==> src/rtl/pitch_smoother.sv <==
// Pitch conditioning for the pixel filter: clamps raw pitch samples, keeps a power-of-two
// moving average and injects zero samples after long silences so the output decays to 0.
module pitch_smoother #(
    parameter int LOG2_DEPTH  = 3,
    parameter int MAX_PITCH   = 1023,
    parameter int HOLD_CYCLES = 12_500_000
) (
    input  logic        clk,
    input  logic        reset_n,
    input  logic        pitch_valid,
    input  logic [29:0] pitch_in,
    output logic        pitch_ready,
    output logic [29:0] pitch_output,
    output logic        pitch_output_valid
);

    localparam int IN_W     = 30;
    localparam int SAMPLE_W = $clog2(MAX_PITCH + 1);
    localparam int SUM_W    = SAMPLE_W + LOG2_DEPTH;
    localparam int DEPTH    = 2 ** LOG2_DEPTH;
    localparam int CNT_W    = $clog2(HOLD_CYCLES);

    typedef enum logic [1:0] {
        ST_IDLE   = 2'd0,
        ST_ACCUM  = 2'd1,
        ST_OUTPUT = 2'd2
    } state_t;

    state_t                  state_r;
    logic                    ready_r;
    logic                    out_valid_r;
    logic [IN_W-1:0]         out_r;
    logic [SAMPLE_W-1:0]     sample_r;
    logic [SAMPLE_W-1:0]     win_r [DEPTH];
    logic [SUM_W-1:0]        sum_r;
    logic [LOG2_DEPTH-1:0]   wr_ptr_r;
    logic [CNT_W-1:0]        idle_cnt_r;
    logic [SAMPLE_W-1:0]     clamp_s;
    logic                    accept_s;

    assign accept_s           = pitch_valid & ready_r;
    assign pitch_ready        = ready_r;
    assign pitch_output       = out_r;
    assign pitch_output_valid = out_valid_r;

    // Saturate the raw estimate to the sample range held in the window.
    always_comb begin
        if (pitch_in > IN_W'(MAX_PITCH)) begin
            clamp_s = SAMPLE_W'(MAX_PITCH);
        end else begin
            clamp_s = pitch_in[SAMPLE_W-1:0];
        end
    end

    // Sample / decay sequencing, running sum over the window and registered outputs.
    always_ff @(posedge clk or negedge reset_n) begin
        if (!reset_n) begin
            state_r     <= ST_IDLE;
            ready_r     <= 1'b0;
            out_valid_r <= 1'b0;
            out_r       <= '0;
            sample_r    <= '0;
            sum_r       <= '0;
            wr_ptr_r    <= '0;
            idle_cnt_r  <= '0;
            for (int i = 0; i < DEPTH; i++) begin
                win_r[i] <= '0;
            end
        end else begin
            out_valid_r <= 1'b0;
            case (state_r)
                ST_IDLE: begin
                    // A real sample arriving on the decay cycle takes priority.
                    if (accept_s) begin
                        sample_r   <= clamp_s;
                        idle_cnt_r <= '0;
                        ready_r    <= 1'b0;
                        state_r    <= ST_ACCUM;
                    end else if (idle_cnt_r == CNT_W'(HOLD_CYCLES - 1)) begin
                        sample_r   <= '0;
                        idle_cnt_r <= '0;
                        ready_r    <= 1'b0;
                        state_r    <= ST_ACCUM;
                    end else begin
                        idle_cnt_r <= idle_cnt_r + CNT_W'(1);
                        ready_r    <= 1'b1;
                        state_r    <= ST_IDLE;
                    end
                end
                ST_ACCUM: begin
                    sum_r           <= sum_r - SUM_W'(win_r[wr_ptr_r]) + SUM_W'(sample_r);
                    win_r[wr_ptr_r] <= sample_r;
                    wr_ptr_r        <= wr_ptr_r + LOG2_DEPTH'(1);
                    ready_r         <= 1'b0;
                    state_r         <= ST_OUTPUT;
                end
                ST_OUTPUT: begin
                    out_r       <= IN_W'(sum_r >> LOG2_DEPTH);
                    out_valid_r <= 1'b1;
                    ready_r     <= 1'b1;
                    state_r     <= ST_IDLE;
                end
                default: begin
                    ready_r <= 1'b0;
                    state_r <= ST_IDLE;
                end
            endcase
        end
    end

endmodule

==> config.mk <==
export PLATFORM = sky130hd
export DESIGN_NAME = pitch_smoother
export DESIGN_NICKNAME = d
export VERILOG_FILES = /design/src/rtl/pitch_smoother.sv
export SDC_FILE = /design/constraint.sdc
export NUM_CORES = 1
export LEC_CHECK = 0
export CAP_MARGIN = 20
export CORE_AREA = 2 2 108 136
export DETAILED_ROUTE_END_ITERATION = 7
export DIE_AREA = 0 0 110 138
export GPL_ROUTABILITY_DRIVEN = 0
export MAX_ROUTING_LAYER = met4
export PLACE_DENSITY = 0.75
export SETUP_SLACK_MARGIN = 0.3
export SLEW_MARGIN = 20
export SYNTH_ARGS = -nofsm -noshare
export SYNTH_HDL_FRONTEND = slang
export SYNTH_SLANG_ARGS = --single-unit
==> constraint.sdc <==
create_clock -name clk -period 4.5 [get_ports clk]
set_input_delay 0.675 -clock clk [delete_from_list [all_inputs] [get_ports clk]]
set_output_delay 0.675 -clock clk [all_outputs]
set_load 0.05 [all_outputs]
== Yosys cells after proc, flatten, opt, wreduce, memory -nomap -nowiden ==
Cells that the tools add are included.

* Input bits: 33
* Latch bits: 0
* Bits in registers: 144
* RAM bits: 0
* Word-level logic and storage cells: 50
* Memories kept: 0
* Output and inout bits: 32
* Bits in read-only memories: 0

* Add/subtract/negate cells: 4
* $mul: 0
* Reduce and logical (&&, ||, !) cells: 4
* Mux-type cells: 18
* Magnitude comparators: 3
* Divide/modulo/power cells: 0
* Eq/ne operators: 3
* Shift operators: 0
* Bitwise logic cells: 2

{| class="wikitable"
|+ Operators with widths
! cell !! number
|-
| $bwmux W80 || 1
|-
| $mux W10 || 6
|-
| $mux W24 || 2
|-
| $bmux W10 S3 || 1
|-
| $demux W10 S3 || 1
|-
| $gt A30 B10 Y1 const B || 1
|-
| $add A24 B1 Y24 const B || 1
|-
| $eq A24 B24 Y1 const B || 1
|-
| $add A13 B10 Y13 || 1
|-
| $sub A13 B10 Y13 || 1
|-
| $mux W1 || 5
|-
| $ge A4 B4 Y1 const B || 1
|-
| $lt A4 B1 Y1 const B || 1
|-
| $not A3 Y4 || 1
|-
| $pmux W2 S2 || 1
|-
| $add A3 B1 Y3 const B || 1
|-
| $eq A2 B1 Y1 const B || 1
|-
| $eq A2 B2 Y1 const B || 1
|-
| $logic_not A2 Y1 || 1
|-
| $pmux W1 S2 || 1
|-
| $reduce_and A2 Y1 || 1
|-
| $reduce_bool A2 Y1 || 1
|-
| $and A1 B1 Y1 || 1
|-
| $logic_and A1 B1 Y1 || 1
|}

== Depth between registers and ports, before layout ==
* Word-level depth: 6
* Mapped depth: 14
* Depth with buffers taken out: 12

== Worst setup path before layout ==
OpenSTA, ideal clock, no wires.

* Path kind: register to register
* Start point: register wr_ptr_r[0]
* End point: register sum_r[11]
* Data required time: 4.431 ns
* Arrival time: 3.650 ns
* Path buffers: 2
* Period minus slack after synthesis: 3.719 ns
* Slack: 0.781 ns
* Library setup time: 0.069 ns
* Cell stages (with the launch flop): 13
* Path through: dfrtp_1 > clkbuf_1 > buf_2 > mux4_2 > mux2_2 > fa_1 > inv_1 > ha_1 > a21oi_1 > o21ai_0 > or3_1 > or3_1 > nand3_1

* Longest elaborated chain between the ends: 6

{| class="wikitable"
|+ Ends and longest elaborated chain
! item !! RTL line !! RTL
|-
| from (decl) || 36 || <nowiki>logic [LOG2_DEPTH-1:0] wr_ptr_r;</nowiki>
|-
| from (signal assigned) || 93 || <nowiki>wr_ptr_r <= wr_ptr_r + LOG2_DEPTH'(1);</nowiki>
|-
| $not A3 Y4 (not written as such) || 91 || <nowiki>sum_r <= sum_r - SUM_W'(win_r[wr_ptr_r]) + SUM_W'(sample_r);</nowiki>
|-
| $bmux W10 S3 || 91 ||
|-
| $mux W10 (not written as such) (2 in series) || 91 ||
|-
| $sub A13 B10 Y13 || 91 ||
|-
| $add A13 B10 Y13 || 91 ||
|-
| to (signal assigned) || 91 ||
|-
| to (decl) || 35 || <nowiki>logic [SUM_W-1:0] sum_r;</nowiki>
|}

Every way passes these cells. The select of a mux whose other input is x is not followed.
A chain may end at the register's enable or synchronous reset.

== Worst setup path in the final report ==
* Start point: register wr_ptr_r[1]
* End point: register sum_r[12]

The elaborated chain is that of the path after synthesis.

==> qor.yml <==
critical_path:
  max_stage_delay_ns: 0.68
  reg2reg_depth: 11
  path_class: "flop to flop"
  crit_arrival_ns: 4.04
  path_depth: 11
  cp-start-kind: "flop"
  cp_slowest_cell: "dfrtp_1"
  cp_max_fo: 17
  crit_path_end_kind: "flop"
  crit_chain: "buf_4 > mux4_2 > mux2_2 > fa_1 > inv_1 > ha_1 > nor2b_1 > o31ai_1 > a21oi_1 > a221oi_1 > nand4_1"
  worst-path-buf-inv: 2
  cp_top_family: "compound AO/OA/AOI/OAI gates"
  crit_required_ns: 4.79
cells_and_area:
  antenna_cells: 0
  regArea_um2: 3603
  fill_cells: 1116
  syn_to_final_growth_pct: 14.33
  final_nets: 787
  drive_gt1_frac: 0.1795
  stdcell_area_um2: 8533
  multiInputGateArea_um2: 3475
placed_design:
  pre_cts_ws_ns: 0.7893
  numPortBuffers: 44
  dpl.hpwl_um: 11090
  placed_area_um2: 7983
sta:
  maxSlewHeadroom: 0.2487
  final.setup.tns_ns: 0
  period_minus_slack_ns: 3.754
  finClkSkew_ns: 0.01132
  fin_ws_ns: 0.7462
  fmax_ghz: 0.2664
  finalMaxSlewViolations: 0
  grt_setup_unrepaired: "false"
  whs_ns: 0.3437
  finalCritPeriodShare: 0.8342
  finalHoldViolCount: 0
  finalSetupViolCount: 0
  tightest_slew_ns: 1.121
synthesis:
  synth_seq_cells: 144
  avgSynthCellArea_um2: 10.88
  synth_area_um2: 7463
  postSynth.asyncResetShare: 1.000
  ys.flop_type: "dfrtp_1"
  synth_edf_count: 0
  yosys_warnings: 0
  seq_area_frac_synth: 0.4828
  synthCells: 686
  synth.distinct_cells: 64
cts:
  cts_tree: "built"
  cts_root_buf: "clkbuf_16"
  cts_buffers: 17
  cts.repair.resized: 0
  cts_setup_buffers: 0
  clk_latency_ns: 0.42
  clkTransAtPathRegs_ns: 0.06
  hold_buffers: 0
  clock-sinks: 144
  htreeDepth: 4
  ctsLongestPathBuffers: 2
floorplan:
  die_h_um: 138
  num_rows: 49
  dieArea_um2: 15180
  die_width_um: 110
  start_util: 0.5316
  ios: 65
  core_um2: 14040
job:
  drv_cap: 0
global_routing:
  antenna_found_initial: 0
  grt_pass1_vias: 5506
  overflow: 0
  grt_max_degree: 107
  grt.total_usage: 0.2368
  grt_pass1_wl_um: 27060
routing:
  ant_nets: 0
  wl_per_cell_um: 17.51
  drt_iter0_markers: 386
  detail_route.drc_violations: 0
  drtPass1Iterations: 4
  wl_um: 16090
  drt-vias-per-instance: 5.740
  via_count: 5275
power:
  finalPower_mw: 7.522
  power_leakage_nw: 3.798
  p_per_area_nw_per_um2: 881.5
  worst_ir_drop_vdd_mv: 0.4006
worst_hold_path:
  hold_class: "input port to asynchronous set/reset pin"
status:
  outcome: "complete, no violations"
==> per-layer routing <==
layer	vias up	part of all wire	global-route usage
met4	0	0.030	0.09660
li1	2457	-	-
met1	2648	0.41	0.2873
met5	-	0	-
met3	38	0.038	0.05328
met2	132	0.52	0.3797
==> synthesized netlist by cell type, types with 3 or more instances <==
library cell,number,area [um^2]
a21oi_1,13,65.06
a22o_1,5,43.79
buf_2,6,30.03
buf_4,21,157.7
clkbuf_1,16,60.06
dfrtp_1,144,3603
fa_1,10,200.2
ha_1,15,187.7
inv_1,49,183.9
mux2_2,57,641.9
mux4_2,20,450.4
nand2_1,77,289.0
nand2b_1,3,18.77
nand3_1,16,80.08
nand3b_1,3,22.52
nand4_1,11,68.82
nor2_1,35,131.4
nor2_2,3,18.77
nor2b_1,5,31.28
nor3_1,14,70.07
nor4_1,8,50.05
o211ai_1,3,22.52
o21a_1,8,60.06
o21ai_0,64,320.3
o22ai_1,10,62.56
o31ai_1,5,37.54
or3_1,5,31.28
xnor2_1,8,70.07
xor2_1,8,70.07
==> path summary, 6_finish.rpt <==
check,startpoint,to,slack (ns)
min,reset_n,idle_cnt_r[0]$_DFFE_PN0P_,0.34
min in group clk,pitch_output[6]$_DFFE_PN0P_,pitch_output[6]$_DFFE_PN0P_,0.48
max in group asynchronous,reset_n,win_r[66]$_DFFE_PN0P_,3.05
min reg2reg,pitch_output[6]$_DFFE_PN0P_,pitch_output[6]$_DFFE_PN0P_,0.48
max reg2reg,wr_ptr_r[1]$_DFFE_PN0P_,sum_r[12]$_DFFE_PN0P_,0.75
max,wr_ptr_r[1]$_DFFE_PN0P_,sum_r[12]$_DFFE_PN0P_,0.75
==> per-stage QoR <==
step / cells / utilization
after floorplan: 705 / -
after global placement: 888 / 0.5686
after detailed placement: 888 / 0.5686
after CTS: 919 / 0.6078
after global routing: 919 / 0.6078
final: 919 / 0.6078
==> power by group <==
group,total (mW),switching [mW],internal (mW),leakage (nW)
clock,1.32,0.532,0.784,0.254
sequential,2.18,0.376,1.80,1.84
combinational,4.03,2.29,1.74,1.71
==> state kept, by name, summed over array words and instances (netlist names) <==
signal              cells
sum_r                  13
pitch_output           10
state_r                 2
wr_ptr_r                3
win_r                  80
pitch_ready             1
idle_cnt_r             24
pitch_output_valid      1
sample_r               10
==> layout by cell type (no fill, tap or decap), types with 3 or more instances in the layout <==
master / n
dfrtp_1: 144
nand2_1: 77
o21ai_0: 64
mux2_2: 57
inv_1: 49
clkdlybuf4s50_1: 43
nor2_1: 35
mux4_2: 20
conb_1: 20
clkbuf_16: 17
nand3_1: 16
ha_1: 15
nor3_1: 14
a21oi_1: 13
nand4_1: 11
o22ai_1: 10
fa_1: 10
o21a_1: 8
xor2_1: 8
xnor2_1: 8
nor4_1: 8
buf_4: 7
or3_1: 5
nor2b_1: 5
o31ai_1: 5
a22o_1: 5
clkinvlp_4: 5
nand2b_1: 3
nor2_2: 3
o211ai_1: 3
nand3b_1: 3
clkbuf_1: 3
==> final cells by class <==
class,count,area share
clock buffers,22,0.05440
clock inverters,9,0.01012
inverters,50,0.02199
multi-input cells,465,0.4072
flip-flops and latches,144,0.4223
well taps,178,0.02610
repair buffers,51,0.05792
==> cells by family (layout without fill, tap and decap cells) <==
group                    count (synthesis)  count (layout)  share of synthesized area
multiplexers                            78              78                     0.1477
buffers and inverters                   96             132                    0.06119
XOR/XNOR                                16              16                    0.01878
AO/OA/AOI/OAI                          121             121                    0.09690
other                                    1              20                  0.0005025
adder cells (fa/ha/maj)                 25              25                    0.05197
flip-flops                             144             144                     0.4828
AND/OR/NAND/NOR                        205             205                     0.1402
No activity file was read; power rests on OpenSTA's default activity.
